[src/rtl/fifo_axis_drain_pkg.sv]
`default_nettype none
// ============================================================================
//  Module      : fifo_axis_drain_pkg
//  Description : Shared types and defaults for the FIFO-to-AXI-Stream drain
//                engine: FSM state encoding and buffer sizing helper.
//  Revision    : 1.0 - initial release
// ============================================================================
package fifo_axis_drain_pkg;

    localparam int C_DATA_W_DEFAULT    = 32;
    localparam int C_LEN_W_DEFAULT     = 10;
    localparam int C_BUF_DEPTH_DEFAULT = 2;

    // Frame sequencing states; encodings are fixed so they match other users.
    typedef enum logic [1:0] {
        ST_IDLE  = 2'd0,
        ST_RUN   = 2'd1,
        ST_FLUSH = 2'd2
    } state_t;

    // Width needed to count 0..depth buffer entries.
    function automatic int occ_width(input int depth);
        return $clog2(depth + 1);
    endfunction

endpackage
`default_nettype wire

[src/rtl/fifo_axis_drain_out_buf.sv]
`default_nettype none
// ============================================================================
//  Module      : axis_out_buf
//  Description : Small circular output buffer. Push and pop may occur in the
//                same cycle; the head entry is always presented on head_o.
//  Revision    : 1.0 - initial release
// ============================================================================
module axis_out_buf
    import fifo_axis_drain_pkg::*;
#(
    parameter int DATA_W = C_DATA_W_DEFAULT,
    parameter int DEPTH  = C_BUF_DEPTH_DEFAULT,
    parameter int OCC_W  = occ_width(C_BUF_DEPTH_DEFAULT)
) (
    input  logic              clk,
    input  logic              reset,
    input  logic              push_i,
    input  logic [DATA_W-1:0] push_data_i,
    input  logic              pop_i,
    output logic [DATA_W-1:0] head_o,
    output logic [OCC_W-1:0]  occ_o
);

    localparam int PTR_W = (DEPTH > 1) ? $clog2(DEPTH) : 1;

    logic [DATA_W-1:0] mem_q [DEPTH];
    logic [PTR_W-1:0]  wr_ptr_q;
    logic [PTR_W-1:0]  rd_ptr_q;
    logic [OCC_W-1:0]  occ_q;

    // Pointer advance with explicit wrap so DEPTH need not be a power of two.
    function automatic logic [PTR_W-1:0] ptr_inc(input logic [PTR_W-1:0] p);
        return (p == PTR_W'(DEPTH - 1)) ? '0 : p + 1'b1;
    endfunction

    // Storage, pointers and occupancy; simultaneous push+pop leaves occ unchanged.
    always_ff @(posedge clk) begin
        if (reset) begin
            wr_ptr_q <= '0;
            rd_ptr_q <= '0;
            occ_q    <= '0;
        end else begin
            if (push_i) begin
                mem_q[wr_ptr_q] <= push_data_i;
                wr_ptr_q        <= ptr_inc(wr_ptr_q);
            end
            if (pop_i) begin
                rd_ptr_q <= ptr_inc(rd_ptr_q);
            end
            case ({push_i, pop_i})
                2'b10:   occ_q <= occ_q + 1'b1;
                2'b01:   occ_q <= occ_q - 1'b1;
                default: occ_q <= occ_q;
            endcase
        end
    end

    assign head_o = mem_q[rd_ptr_q];
    assign occ_o  = occ_q;

endmodule
`default_nettype wire

[src/rtl/fifo_axis_drain.sv]
`default_nettype none
// ============================================================================
//  Module      : fifo_axis_drain
//  Description : Pops a programmed number of words from a registered-read
//                FIFO and streams them out as an AXI-Stream master, with
//                tlast on the final word. Credit logic keeps at most
//                BUF_DEPTH words buffered or in flight, so backpressure never
//                drops or duplicates data.
//  Revision    : 1.0 - initial release
// ============================================================================
module fifo_axis_drain
    import fifo_axis_drain_pkg::*;
#(
    parameter int DATA_W    = C_DATA_W_DEFAULT,
    parameter int LEN_W     = C_LEN_W_DEFAULT,
    parameter int BUF_DEPTH = C_BUF_DEPTH_DEFAULT
) (
`ifdef USE_POWER_PINS
    inout  wire               vccd1,
    inout  wire               vssd1,
`endif
    input  logic              clk,
    input  logic              reset,
    input  logic              cfg_start,
    input  logic [LEN_W-1:0]  cfg_len,
    output logic              busy,
    output logic              done,
    output logic              fifo_rd_en,
    input  logic [DATA_W-1:0] fifo_rd_data,
    input  logic              fifo_empty,
    output logic              m_axis_tvalid,
    output logic [DATA_W-1:0] m_axis_tdata,
    output logic              m_axis_tlast,
    input  logic              m_axis_tready
);

    localparam int OCC_W = occ_width(BUF_DEPTH);

    state_t            state_q;
    logic [LEN_W-1:0]  len_q;
    logic [LEN_W-1:0]  issued_q;
    logic [LEN_W-1:0]  issued_d;
    logic [LEN_W-1:0]  sent_q;
    logic [LEN_W-1:0]  sent_d;
    logic              busy_q;
    logic              done_q;
    logic              inflight_q;

    logic [OCC_W-1:0]  occ;
    logic [DATA_W-1:0] head;
    logic [OCC_W:0]    credit;
    logic              out_fire;
    logic              rd_en;

    // Pop credit: buffered words plus the one in flight, less the one leaving now.
    always_comb begin
        out_fire = m_axis_tvalid & m_axis_tready;
        credit   = (OCC_W+1)'(occ) + (OCC_W+1)'(inflight_q) - (OCC_W+1)'(out_fire);
        rd_en    = ~reset & (state_q == ST_RUN) & ~fifo_empty &
                   (issued_q < len_q) & (credit < (OCC_W+1)'(BUF_DEPTH));
        issued_d = issued_q + LEN_W'(rd_en);
        sent_d   = sent_q + LEN_W'(out_fire);
    end

    // Frame sequencer: counters, busy/done and the pop-in-flight marker.
    always_ff @(posedge clk) begin
        if (reset) begin
            state_q    <= ST_IDLE;
            len_q      <= '0;
            issued_q   <= '0;
            sent_q     <= '0;
            busy_q     <= 1'b0;
            done_q     <= 1'b0;
            inflight_q <= 1'b0;
        end else begin
            done_q     <= 1'b0;
            inflight_q <= rd_en;
            case (state_q)
                ST_IDLE: begin
                    // A start coinciding with the done pulse is dropped.
                    if (cfg_start && !done_q) begin
                        len_q    <= cfg_len;
                        issued_q <= '0;
                        sent_q   <= '0;
                        if (cfg_len == '0) begin
                            done_q <= 1'b1;
                        end else begin
                            busy_q  <= 1'b1;
                            state_q <= ST_RUN;
                        end
                    end
                end
                ST_RUN: begin
                    issued_q <= issued_d;
                    sent_q   <= sent_d;
                    if (issued_d == len_q) begin
                        state_q <= ST_FLUSH;
                    end
                end
                ST_FLUSH: begin
                    sent_q <= sent_d;
                    if (sent_d == len_q) begin
                        done_q  <= 1'b1;
                        busy_q  <= 1'b0;
                        state_q <= ST_IDLE;
                    end
                end
                default: state_q <= ST_IDLE;
            endcase
        end
    end

    // The word popped last cycle is on fifo_rd_data now and goes to the tail.
    axis_out_buf #(
        .DATA_W (DATA_W),
        .DEPTH  (BUF_DEPTH),
        .OCC_W  (OCC_W)
    ) u_out_buf (
        .clk         (clk),
        .reset       (reset),
        .push_i      (inflight_q),
        .push_data_i (fifo_rd_data),
        .pop_i       (out_fire),
        .head_o      (head),
        .occ_o       (occ)
    );

    // Stream outputs are masked while reset is high so tvalid drops at once.
    assign m_axis_tvalid = ~reset & (occ != '0);
    assign m_axis_tdata  = m_axis_tvalid ? head : '0;
    assign m_axis_tlast  = m_axis_tvalid & (sent_q == len_q - LEN_W'(1));
    assign fifo_rd_en    = rd_en;
    assign busy          = busy_q;
    assign done          = done_q;

endmodule
`default_nettype wire

[config.mk]
export PLATFORM = sky130hd
export DESIGN_NAME = fifo_axis_drain
export DESIGN_NICKNAME = d
export VERILOG_FILES = /design/src/rtl/fifo_axis_drain_pkg.sv /design/src/rtl/fifo_axis_drain_out_buf.sv /design/src/rtl/fifo_axis_drain.sv
export SDC_FILE = /design/constraint.sdc
export NUM_CORES = 1
export LEC_CHECK = 0
export BUFFER_PORTS_ARGS = -buffer_cell sky130_fd_sc_hd__buf_2
export CAP_MARGIN = 5
export CORE_MARGIN = 4
export CORE_UTILIZATION = 45
export DETAILED_ROUTE_END_ITERATION = 7
export PLACE_DENSITY = 0.65
export SYNTH_ARGS = -nofsm -noshare
export SYNTH_HDL_FRONTEND = slang
export SYNTH_HIERARCHICAL = 1
export SYNTH_SLANG_ARGS = --single-unit
[constraint.sdc]
create_clock -name clk -period 6.2 [get_ports clk]
set_input_delay 1.24 -clock clk [delete_from_list [all_inputs] [get_ports clk]]
set_output_delay 1.24 -clock clk [all_outputs]
set_load 0.03 [all_outputs]
; Yosys cells after proc, flatten, opt, wreduce, memory -nomap -nowiden
; Memories as Yosys holds them, arrays and structs flattened. A register that Yosys moved wholly into a read port is not among the register bits.
; Cells that the tools add are included.
[classes]
add_sub_neg = 9
mul = 0
div_mod_pow = 0
n_lt_le_gt_ge = 2
n_eq_ne = 11
shifts = 0
mux = 25
bitwise_logic = 9
reduce_logical = 15
[op_table]
columns = operator, n
row1 = one-hot mux 10 bit (2 select lines), 2
row2 = two-way mux 32 bit, 1
row3 = equality test 10 bit, 3
row4 = adder 10 x 1 -> 10 bit, 2
row5 = two-way mux 1 bit, 13
row6 = zero test 10 bit, 1
row7 = < comparator 10 bit, 1
row8 = two-way mux 10 bit, 1
row9 = nonzero test 2 bit, 5
row10 = subtractor 10 x 1 -> 10 bit (second input constant), 1
row11 = two-way mux 2 bit, 4
row12 = AND reduction 4 bit, 2
row13 = bitwise AND 1 bit, 7
row14 = inequality test 2 bit (second input constant), 3
row15 = one-hot mux 2 bit (3 select lines), 1
row16 = AND reduction 2 bit, 3
row17 = equality test 2 x 1 -> 1 bit (second input constant), 2
row18 = equality test 2 bit (second input constant), 2
row19 = one-hot mux 1 bit (2 select lines), 2
row20 = one-hot mux 2 bit (2 select lines), 1
row21 = adder 2 x 1 -> 3 bit, 1
row22 = < comparator 3 x 2 -> 1 bit (second input constant), 1
row23 = subtractor 3 x 1 -> 3 bit, 1
row24 = adder 1 bit (second input constant), 2
row25 = 8 further kinds, 9
[totals]
ff_bits = 39
latchBits = 0
mem_bits_rw = 64
rom_bits = 0
inputBits = 47
out_inout_bits = 37
elab_cells = 82
mem_count = 1
[memory_table]
columns = memory, words, word_bits, read_ports, rd_ports_with_merged_regs, write_ports, line
row1 = u_out_buf.mem_q, 2, 32, 1, 1, 1, fifo_axis_drain_out_buf.sv:26  ; logic [DATA_W-1:0] mem_q [DEPTH];

; Depth between registers and ports, before layout
; Gate-level depths: netlist (run 1).
[depth]
depth_word = 10
mapped_depth = 21

; Hierarchy
; Netlist (run 1), hierarchy kept.
[modules_own_cells]
columns = module, n_inst, cells_per_inst, area_per_inst_um2
row1 = fifo_axis_drain, 1, 415, 3026.7
row2 = axis_out_buf, 1, 120, 2504.9

; Worst setup path after synthesis (run 1)
; No wires, ideal clock.
[synth_timing]
kind = in2reg
startpoint = input reset
endpoint = register state_q[0]
setup_ns = 0.124
arrival_time_ns = 5.098
required_time_ns = 6.076
setup_slack_ns = 0.978
stages = 21
path_cell_list = clkbuf_1 > nor2_1 > nand2_1 > xnor2_1 > nand2_1 > fa_1 > nand3_1 > nor4_1 > o2111a_1 > ha_1 > ha_1 > clkbuf_1 > and4_1 > clkbuf_1 > nand2_1 > xnor2_1 > nor4_1 > nand3_1 > a31oi_1 > o21ai_0 > mux2i_1
[synth_via]
elab_chain_cells = 10
[synth_lines]
columns = element, line
row1 = start: declaration, fifo_axis_drain.sv:23  ; input logic reset,
row2 = NOT 1 bit (*), "fifo_axis_drain.sv:59, fifo_axis_drain.sv:129"
row3 = bitwise AND 1 bit, fifo_axis_drain.sv:129  ; assign m_axis_tvalid = ~reset & (occ != '0);
row4 = bitwise AND 1 bit, fifo_axis_drain.sv:57  ; out_fire = m_axis_tvalid & m_axis_tready;
row5 = subtractor 3 x 1 -> 3 bit, fifo_axis_drain.sv:58  ; credit = (OCC_W+1)'(occ) + (OCC_W+1)'(inflight_q) - (OCC_W+1)'(out_fire);
row6 = < comparator 3 x 2 -> 1 bit, fifo_axis_drain.sv:60  ; (issued_q < len_q) & (credit < (OCC_W+1)'(BUF_DEPTH));
row7 = bitwise AND 1 bit (*), fifo_axis_drain.sv:60
row8 = net fifo_rd_en, fifo_axis_drain.sv:28  ; output logic fifo_rd_en,
row9 = adder 10 x 1 -> 10 bit (*), fifo_axis_drain.sv:61  ; issued_d = issued_q + LEN_W'(rd_en);
row10 = equality test 10 bit (*), fifo_axis_drain.sv:96  ; if (issued_d == len_q) begin
row11 = inequality test 2 x 1 -> 1 bit (no source line) (*), --
row12 = AND reduction 4 bit (no source line) (*), --
row13 = end signal: assignment, fifo_axis_drain.sv:68  ; state_q <= ST_IDLE;
row14 = end signal: assignment, fifo_axis_drain.sv:97  ; state_q <= ST_FLUSH;
row15 = end signal: assignment, fifo_axis_drain.sv:105  ; state_q <= ST_IDLE;
row16 = end: declaration, fifo_axis_drain.sv:39  ; state_t state_q;
; The timed path passes the listed nets; every way through them passes the cells marked *.
; A chain may end at the register's enable or synchronous reset.

; Worst setup path in the final report (run 1)
[layout_timing]
startpoint = input reset
endpoint = register state_q[1]
[layout_via]
elab_chain_cells = 10
[layout_lines]
columns = element, line
row1 = NOT 1 bit, "fifo_axis_drain.sv:59, fifo_axis_drain.sv:129"
row2 = bitwise AND 1 bit, fifo_axis_drain.sv:129
row3 = bitwise AND 1 bit, fifo_axis_drain.sv:57
row4 = subtractor 3 x 1 -> 3 bit, fifo_axis_drain.sv:58
row5 = < comparator 3 x 2 -> 1 bit, fifo_axis_drain.sv:60
row6 = bitwise AND 1 bit, fifo_axis_drain.sv:60
row7 = adder 10 x 1 -> 10 bit, fifo_axis_drain.sv:61
row8 = equality test 10 bit, fifo_axis_drain.sv:96
row9 = inequality test 2 x 1 -> 1 bit (no source line), --
row10 = AND reduction 4 bit (no source line), --
; Parallel ways exist; a longest one is shown, timed or not.

==> metrics.yaml, run 1 <==
die_h_um: 119
cts_root_buf: "clkbuf_16"
wl_um: 12400
diodes: 0
synth_most_common_cell: "edfxtp_1"
period_share: 0.738
fillers: 1124
ys_ff_latch: 104
ys.flop_type: "edfxtp_1"
hold_viol: 0
p_switching_uw: 609
die_area_mm2: 0.0141
clk_pin_slew_worst_paths_ns: 0.08
post-route-min-period_ns: 4.58
post_dp_cell_area_mm2: 0.00601
timing.hold.ws_ns: 0.507
yosysWarnings: 6
grt_max_degree: 44
seqPwrFrac: 0.441
post_cts_buffers: 0
drive_gt1_frac: 0.234
grt_first_pass_wirelength_um: 20300
vias_per_cell: 5.57
finalPower_uw: 1840
cts_tree: "yes"
buffer_ports.inserted: 83
postRouteAntennaNets: 0
wl_per_cell_um: 16.5
clock_sinks: 104
seq_area_frac_synth: 0.492
seq_area_mm2: 0.00272
worst_pin_slew_ns: 0.686
ioPinCount: 84
worstSetupStartpointType: "input port"
synth_top_cell_area_share: 0.347
cellLeakagePower_uw: 0.00241
cts_max_level: 3
rsz0062_at_grt: "no"
via_count: 4175
ir_worst_vdd_v: 0.000206
status: "finished clean"
pwr-share-comb: 0.259
track_usage: 0.177
ctsLongestPathBuffers: 2
hold_path.class: "reg -> reg"
grt_pass1_vias: 4050
synth_edf_count: 64
synth_cell_type_count: 59
powerDensity_mw_per_mm2: 292
firstDrtPassIters: 8
synthArstFlopShare: 0
worst-path-max-fanout: 8
slew_viol_final: 0
die_x_um: 119
cts_buffers: 9
clkLatencyLatePin_ns: 0.34
pwr-share-clk: 0.300
syn-cell-area_mm2: 0.00553
syn_avg_cell_area_um2: 10.3
drt_iter0_drc: 487
synth_area_leaders: "edfxtp_1 (35%), dfxtp_1 (14%), mux2_2 (6.1%)"
synth_common_cells: "edfxtp_1 (64), nand2_1 (47), dfxtp_1 (40)"
dp_hpwl_um: 8630
internal-power_uw: 1230
post_cts_resized: 0
cts.hold.buffers_added: 0
antenna_found_initial: 0
synthCells: 535
finalSetupViolations: 0
start_util: 0.461
gp_congestion: 0.917
fmax_ghz: 0.218
synth.largest_area_cell: "edfxtp_1"
crit_type: "in -> reg"
grt_overflow: 0
fin_nets: 664
cp.arrival_ns: 4.83
fin_setup_tns_ns: 0
end_kind: "flop"
core_area_mm2: 0.0120
max_cap_violations: 0
rows: 40
skew_ns: 0.00948
crit_required_ns: 6.46
area.growth.synth_to_final_pct: 13.9
drc: 0
relSlewSlack: 0.538
p_sw_frac: 0.331
multiInputGateArea_mm2: 0.00258
stdcell_area_mm2: 0.00630
syn_nets: 601
-- cell families after synthesis --
family / synth area share
flops: 0.492
fa+ha+maj: 0.0443
mux: 0.0670
buf+inv: 0.0432
compound gates: 0.114
xor+xnor: 0.0651
simple gates: 0.174
-- layout make-up --
| class | count | area share |
|---|---|---|
| clock buffer | 10 | 0.0364 |
| clock inverter | 6 | 0.00954 |
| inverter | 18 | 0.0107 |
| multi-input combinational | 377 | 0.410 |
| sequential | 104 | 0.432 |
| tap | 147 | 0.0292 |
| timing repair buffer | 88 | 0.0719 |
-- power by group through the flow --
stage	Combinational [uW]	Sequential, uW	Clock [uW]
detailed placement	469	826	0
CTS	473	810	569
global route	531	815	603
global placement	461	825	0
finish	476	810	552
floorplan	371	800	0
-- final timing paths --
check | depth (start not counted) | startpoint | slack (ns) | endpoint
max | 19 | reset | 1.62 | state_q[1]
min | 2 | busy | 0.51 | busy
max reg2reg | 19 | len_q[1] | 1.84 | state_q[1]
min reg2reg | 2 | busy | 0.51 | busy
-- flip-flops by register name, summed over array words and instances, names as in the netlist, 2 cells and up, named ones only --
register and count:
len_q 10, state_q 2, issued_q 10, u_out_buf/mem_q 64
sent_q 10, u_out_buf/occ_o 2
-- per-stage QoR --
step	utilization	std cells	worst slack (ns)
after floorplan	-	535	0.978
after global placement	0.500	734	1.39
after detailed placement	0.500	734	1.28
after CTS	0.524	750	1.62
after global routing	0.524	750	1.22
final	0.524	750	1.62
-- worst max-delay path: stages --
cell and delay (ns):
buf_2 0.11, nor2_2 0.11, nand2_1 0.12, xnor2_1 0.15
nand2_1 0.08, fa_1 0.49, nand3_1 0.07, nor4_1 0.28
o2111a_1 0.27, ha_1 0.19, ha_1 0.31, and4_1 0.35
nand2_1 0.13, xnor2_1 0.16, nor4_1 0.17, nand3_1 0.10
a31oi_1 0.20, a21oi_1 0.09, a211oi_1 0.20
-- placed cells by master (no fill, tap or decap), types with 15 or more instances in the layout --
| cell type | n |
|---|---|
| inv_1 | 18 |
| a21oi_1 | 32 |
| edfxtp_1 | 64 |
| nand3_1 | 21 |
| ha_1 | 18 |
| o21ai_0 | 18 |
| buf_2 | 83 |
| nand2_1 | 47 |
| xor2_1 | 15 |
| and2_1 | 36 |
| mux2_2 | 30 |
| nor2_1 | 33 |
| xnor2_1 | 23 |
| dfxtp_1 | 40 |
-- layer usage --
layer / up-vias / part of all wire / global-route usage
li1: 2059 / - / -
met1: 1950 / 0.46 / 0.243
met2: 158 / 0.47 / 0.287
met3: 8 / 0.065 / 0.0342
met4: 0 / 0.0099 / 0.0507
met5: - / 0 / 0
Power figures use the tool's default switching activity.
==> inputs of run 2 (changes only) <==
- PLACE_DENSITY: 0.65 -> 0.68
- clock period: 6.2 -> 3.7 ns (I/O delays scaled with it)
==> run 2 against run 1 <==
Against the previous run:
- worst hold slack worse by 0.0024 ns
- cell area is 5.2% higher
- critical path depth is 1 lower
- sequential power is 63% higher
- global-route usage is 0.28 points higher
- setup slack worse by 1.5 ns
- register-to-register slack worse by 1.7 ns
- critical path type is now reg -> reg
- largest cell class unchanged
==> metrics.yaml, run 2 (same netlist as run 1, synthesis figures left out) <==
status: "finished clean"  # unchanged
final_cell_mix: "buf_2 (82), edfxtp_1 (64), nand2_1 (45)"  # was buf_2 (83), edfxtp_1 (64), nand2_1 (47)
r2r_cells: 18  # was 19
buffer_ports.inserted: 83  # unchanged
final_common_cell: "buf_2"  # unchanged
cts_max_level: 3  # unchanged
drt_iter0_drc: 278  # was 487
period_share: 0.973
grt_max_degree: 44  # unchanged
cts_tree: "yes"  # unchanged
finalPower_uw: 3180  # was 1840 uW
p_sw_frac: 0.322  # was 0.331
firstDrtPassIters: 4  # was 8
clk_pin_slew_worst_paths_ns: 0.07  # was 0.08 ns
gp_congestion: 0.922  # was 0.917
ioPinCount: 84  # unchanged
post-route-min-period_ns: 3.60
critPathMaxStageDelay_ns: 0.41  # was 0.49 ns
crit_path_start: "issued_q[1]"  # was reset
drc: 0  # unchanged
grt_pass1_vias: 4288  # was 4050
path_depth: 18  # was 19
clock_sinks: 104  # unchanged
fmax_ghz: 0.278
finalSetupViolations: 0  # unchanged
crit_path_top_delay_cell: "dfxtp_1"  # was fa_1
die_x_um: 119  # unchanged
track_usage: 0.180  # was 0.177
fillers: 1049  # was 1124
antenna_found_initial: 0  # unchanged
max_cap_violations: 0  # unchanged
diodes: 0  # unchanged
wl_um: 12600  # was 12400 um
crit_path_cell_trace: "ha_4 -> a21o_1 -> a21o_1 -> a21o_1 -> a21o_1 -> a21o_1 -> a21oi_2 -> o2111a_2 -> ha_4 -> ha_4 -> and4_4 -> nand2_4 -> xnor2_2 -> nor4_2 -> nand3_1 -> a31oi_2 -> a21oi_1 -> a211oi_1"  # was buf_2 -> nor2_2 -> nand2_1 -> xnor2_1 -> nand2_1 -> fa_1 -> nand3_1 -> nor4_1 -> o2111a_1 -> ha_1 -> ha_1 -> and4_1 -> nand2_1 -> xnor2_1 -> nor4_1 -> nand3_1 -> a31oi_1 -> a21oi_1 -> a211oi_1
area.growth.synth_to_final_pct: 19.7  # was 13.9%
wl_per_cell_um: 16.2  # was 16.5 um
grt_first_pass_wirelength_um: 20700  # was 20300 um
rows: 40  # unchanged
cts_buffers: 9  # unchanged
slew_viol_final: 0  # unchanged
vias_per_cell: 5.49  # was 5.57
cp.arrival_ns: 3.87  # was 4.83 ns
crit_required_ns: 3.97  # was 6.46 ns
crit_type: "reg -> reg"  # was in -> reg
worstSetupStartpointType: "flop"  # was input port
reg2reg_from: "issued_q[1]"  # was len_q[1]
r2r_slack_ns: 0.10  # was 1.84 ns
seqPwrFrac: 0.413  # was 0.441
crit_end: "state_q[1]"  # unchanged
skew_ns: 0.00586  # was 0.00948 ns
clkLatencyLatePin_ns: 0.35  # was 0.34 ns
largest_reg_flops: 64  # unchanged
core_area_mm2: 0.0120  # unchanged
crit_buf_inv: 0  # was 1
die_area_mm2: 0.0141  # unchanged
powerDensity_mw_per_mm2: 480  # was 292 mW/mm^2
stdcell_area_mm2: 0.00662  # was 0.00630 mm^2
largest_register: "u_out_buf/mem_q"  # unchanged
pwr-share-clk: 0.298  # was 0.300
relSlewSlack: 0.497  # was 0.538
p_switching_uw: 1020  # was 609 uW
fin_nets: 691  # was 664
cpMostUsedCell: "a21o_1"  # was nand2_1
hold_path.class: "reg -> reg"  # unchanged
internal-power_uw: 2160  # was 1230 uW
worst-path-max-fanout: 3  # was 8
via_count: 4263  # was 4175
cts.hold.buffers_added: 0  # unchanged
end_kind: "flop"  # unchanged
dp_hpwl_um: 8940  # was 8630 um
utilization: 0.551  # was 0.524
rsz0062_at_grt: "yes"  # was no
drive_gt1_frac: 0.294  # was 0.234
ir_worst_vdd_v: 0.000293  # was 0.000206 V
timing.rr.end: "state_q[1]"  # unchanged
postRouteAntennaNets: 0  # unchanged
pwr-share-comb: 0.289  # was 0.259
worst_pin_slew_ns: 0.747  # was 0.686 ns
start_util: 0.461  # unchanged
hold_viol: 0  # unchanged
grt_overflow: 0  # unchanged
ctsLongestPathBuffers: 2  # unchanged
die_h_um: 119  # unchanged
cts_root_buf: "clkbuf_16"  # unchanged
path_delay_family: "compound AO/OA/AOI/OAI gates"  # was simple AND/OR/NAND/NOR gates
cellLeakagePower_uw: 0.00259  # was 0.00241 uW
post_dp_cell_area_mm2: 0.00623  # was 0.00601 mm^2
## run 2: repair_timing
item                       4_1_cts  5_1_grt
buffers inserted                 0        3
pin swaps                        1       13
setup endpoints to repair        2        2
gates resized for setup          4       13
## run 2: area by class of cell
| cell class | count | area, um^2 | area share |
|---|---|---|---|
| clock buffers | 10 | 229 | 0.0346 |
| clock inverters | 6 | 65.1 | 0.00982 |
| inverters | 18 | 67.6 | 0.0102 |
| multi-input cells | 377 | 2690 | 0.406 |
| flip-flops and latches | 104 | 2720 | 0.411 |
| well taps | 147 | 184 | 0.0278 |
| repair buffers | 115 | 662 | 0.0999 |
## run 2: layer usage
metal  routed length, um  vias up  global-route usage
li1                    -     2099                   -
met1                5620     1983               0.232
met2                5850      155               0.300
met3                 831       26              0.0332
met4                 300        0              0.0724
met5                   0        -                   0
## run 2: how the worst min path moves through the flow
stage                     startpoint    endpoint  slack [ns]  depth (start not counted)
after floorplan           state_q[0]  state_q[0]        0.47                          2
after global placement    state_q[0]  state_q[0]        0.49                          2
after detailed placement        busy        busy        0.49                          2
after CTS                       busy        busy        0.51                          2
after global routing            busy        busy        0.53                          2
final                           busy        busy        0.50                          2
## run 2: worst register-to-register path: cells and delay by family, from the launching register on
kind | cells | cell delay [ns]
adder cells (fa/ha/maj) | 3 | 0.52
XOR/XNOR | 1 | 0.15
flip-flops | 1 | 0.41
AO/OA/AOI/OAI | 10 | 1.75
AND/OR/NAND/NOR | 4 | 0.68
## run 2: per-stage QoR
stage          setup WS, ns  hold slack [ns]  setup TNS, ns  cells
6_report              0.101            0.505              0    777
3_5_place_dp         -0.432            0.493         -0.858    758
4_1_cts              0.0193            0.505              0    774
2_1_floorplan        -0.395            0.469         -0.781    535
3_3_place_gp         -0.215            0.487         -0.420    758
5_1_grt             -0.0499            0.528        -0.0984    777
## run 2: power groups by stage
stage / combinational, uW / clock (uW) / sequential [uW]
after floorplan: 630 / 0 / 1340
after global placement: 863 / 0 / 1340
after detailed placement: 881 / 0 / 1340
after CTS: 900 / 969 / 1310
after global routing: 1010 / 1020 / 1320
final: 920 / 947 / 1320
==> inputs of run 3 (changes only) <==
- PLACE_DENSITY: 0.68 -> 0.65
- clock period: 3.7 -> 4.4 ns (I/O delays scaled with it)
==> run 3 against run 2 <==
Against the previous run:
- flip-flop and latch count stayed put
- register-to-register slack better by 0.40 ns
- die area unchanged
- power down 17%
- clock-buffer cell count rose by 1
- critical path type is now in -> reg
- largest power group unchanged
- highest routed layer unchanged
==> metrics.yaml, run 3 (same netlist as run 1, synthesis figures left out) <==
stdcell_area_mm2: 0.00638  # was 0.00662 mm^2
largest_reg_flops: 64  # unchanged
cts.hold.buffers_added: 0  # unchanged
grt_overflow: 0  # unchanged
buffer_ports.inserted: 83  # unchanged
grt_pass1_vias: 4191  # was 4288
hold_path.class: "reg -> reg"  # unchanged
fin_nets: 670  # was 691
die_x_um: 119  # unchanged
min_from: "state_q[0]"  # was busy
post_cts_resized: 0  # was 4
ioPinCount: 84  # unchanged
max_cap_violations: 0  # unchanged
area.growth.synth_to_final_pct: 15.3  # was 19.7%
cp.arrival_ns: 4.23  # was 3.87 ns
worst_pin_slew_ns: 0.668  # was 0.747 ns
cts_root_buf: "clkbuf_16"  # unchanged
final_cell_mix: "buf_2 (83), edfxtp_1 (64), nand2_1 (46)"  # was buf_2 (82), edfxtp_1 (64), nand2_1 (45)
min_delay_worst_endpoint: "state_q[0]"  # was busy
min_path_cells: 2  # unchanged
relSlewSlack: 0.550  # was 0.497
reg2reg_from: "u_out_buf/occ_o[0]"  # was issued_q[1]
status: "finished clean"  # unchanged
clkLatencyLatePin_ns: 0.35  # about the same
antenna_found_initial: 0  # unchanged
crit_required_ns: 4.66  # was 3.97 ns
worstSetupStartpointType: "input port"  # was flop
firstDrtPassIters: 5  # was 4
post_dp_cell_area_mm2: 0.00607  # was 0.00623 mm^2
ctsLongestPathBuffers: 2  # unchanged
largest_register: "u_out_buf/mem_q"  # unchanged
vias_per_cell: 5.63  # was 5.49
gp_congestion: 0.862  # was 0.922
worst-path-max-fanout: 5  # was 3
fin_setup_tns_ns: 0  # unchanged
drt_iter0_drc: 410  # was 278
drc: 0  # unchanged
wl_per_cell_um: 16.9  # was 16.2 um
crit_path_top_delay_cell: "fa_1"  # was dfxtp_1
post-route-min-period_ns: 3.97
rsz0062_at_grt: "no"  # was yes
start_util: 0.461  # unchanged
timing.rr.end: "state_q[1]"  # unchanged
crit_path_cell_trace: "buf_2 -> nor2_4 -> nand2_2 -> xnor2_1 -> nand2_1 -> fa_1 -> nand3_1 -> nor4_2 -> o2111a_2 -> ha_1 -> ha_1 -> and4_1 -> nand2_1 -> xnor2_1 -> nor4_1 -> nand3_1 -> a31oi_1 -> a21oi_1 -> a211oi_1"  # was ha_4 -> a21o_1 -> a21o_1 -> a21o_1 -> a21o_1 -> a21o_1 -> a21oi_2 -> o2111a_2 -> ha_4 -> ha_4 -> and4_4 -> nand2_4 -> xnor2_2 -> nor4_2 -> nand3_1 -> a31oi_2 -> a21oi_1 -> a211oi_1
ir_worst_vdd_v: 0.000233  # was 0.000293 V
dp_hpwl_um: 8980  # was 8940 um
cellLeakagePower_uw: 0.00245  # was 0.00259 uW
powerDensity_mw_per_mm2: 417  # was 480 mW/mm^2
r2r_slack_ns: 0.50  # was 0.10 ns
track_usage: 0.183  # was 0.180
wl_um: 12800  # was 12600 um
post_cts_buffers: 0  # unchanged
cts_buffers: 9  # unchanged
slew_viol_final: 0  # unchanged
skew_ns: 0.00536  # was 0.00586 ns
core_area_mm2: 0.0120  # unchanged
critPathMaxStageDelay_ns: 0.49  # was 0.41 ns
clock_sinks: 104  # unchanged
fillers: 1071  # was 1049
clk_pin_slew_worst_paths_ns: 0.07  # about the same
diodes: 0  # unchanged
timing.hold.ws_ns: 0.517  # was 0.505 ns
grt_max_degree: 44  # unchanged
finalSetupViolations: 0  # unchanged
final_common_cell: "buf_2"  # unchanged
fmax_ghz: 0.252
postRouteAntennaNets: 0  # unchanged
rows: 40  # unchanged
crit_type: "in -> reg"  # was reg -> reg
grt_first_pass_wirelength_um: 20700  # about the same
drive_gt1_frac: 0.246  # was 0.294
hold_viol: 0  # unchanged
die_area_mm2: 0.0141  # unchanged
cts_max_level: 3  # unchanged
period_share: 0.903
die_h_um: 119  # unchanged
end_kind: "flop"  # unchanged
cts_tree: "yes"  # unchanged
r2r_cells: 19  # was 18
via_count: 4256  # was 4263
[run 3: cell types whose count changed in the layout (fill, tap and decap cells not counted), moves of 2 or more]
cell / previous run / this run
buf_4: 32 / 11
clkinv_2: 2 / 0
ha_1: 15 / 18
ha_4: 3 / 0
xnor2_1: 21 / 23
xnor2_2: 2 / 0
[run 3: metal layers]
metal / vias to the layer above / share of wire / global-route usage
met2: 168 / 0.46 / 0.295
met5: - / 0 / 0
li1: 2073 / - / -
met1: 1988 / 0.44 / 0.235
met4: 0 / 0.027 / 0.0695
met3: 27 / 0.070 / 0.0532
[run 3: worst max path at each step]
stage	start	depth (start not counted)	endpoint	slack (ns)
global placement	reset	19	state_q[0]	0.24
global route	u_out_buf/occ_o[1]	19	state_q[1]	0.18
floorplan	reset	21	state_q[0]	0.04
CTS	reset	19	state_q[1]	0.43
detailed placement	reset	19	state_q[1]	0.09
finish	reset	19	state_q[1]	0.43
[run 3: metrics by stage]
stage	utilization	instances	total power (uW)	worst slack, ns
after floorplan	-	535	1650	0.0362
after global placement	0.505	740	1830	0.236
after detailed placement	0.505	740	1850	0.0854
after CTS	0.531	756	2680	0.433
after global routing	0.531	756	2810	0.181
final	0.531	756	2660	0.427
[run 3: where the power goes]
| part | switching [uW] | internal (uW) |
|---|---|---|
| Clock | 361 | 463 |
| Combinational | 445 | 263 |
| Sequential | 46.0 | 1080 |
| Total | 851 | 1810 |
[run 3: worst max-delay path: cells and delay by family]
kind / cells / cell delay [ns]
AND/OR/NAND/NOR: 9 / 1.29
adder cells (fa/ha/maj): 3 / 0.87
AO/OA/AOI/OAI: 4 / 0.79
XOR/XNOR: 2 / 0.29
buffers and inverters: 1 / 0.12
[run 3: area by class of cell]
class                           count  area [um^2]  share of cell area
Tap cell                          147          184              0.0288
Multi-Input combinational cell    377         2600               0.407
Timing Repair Buffer               94          498              0.0781
Sequential cell                   104         2720               0.427
Inverter                           18         67.6              0.0106
Clock inverter                      5         65.1              0.0102
Clock buffer                       11          243              0.0381
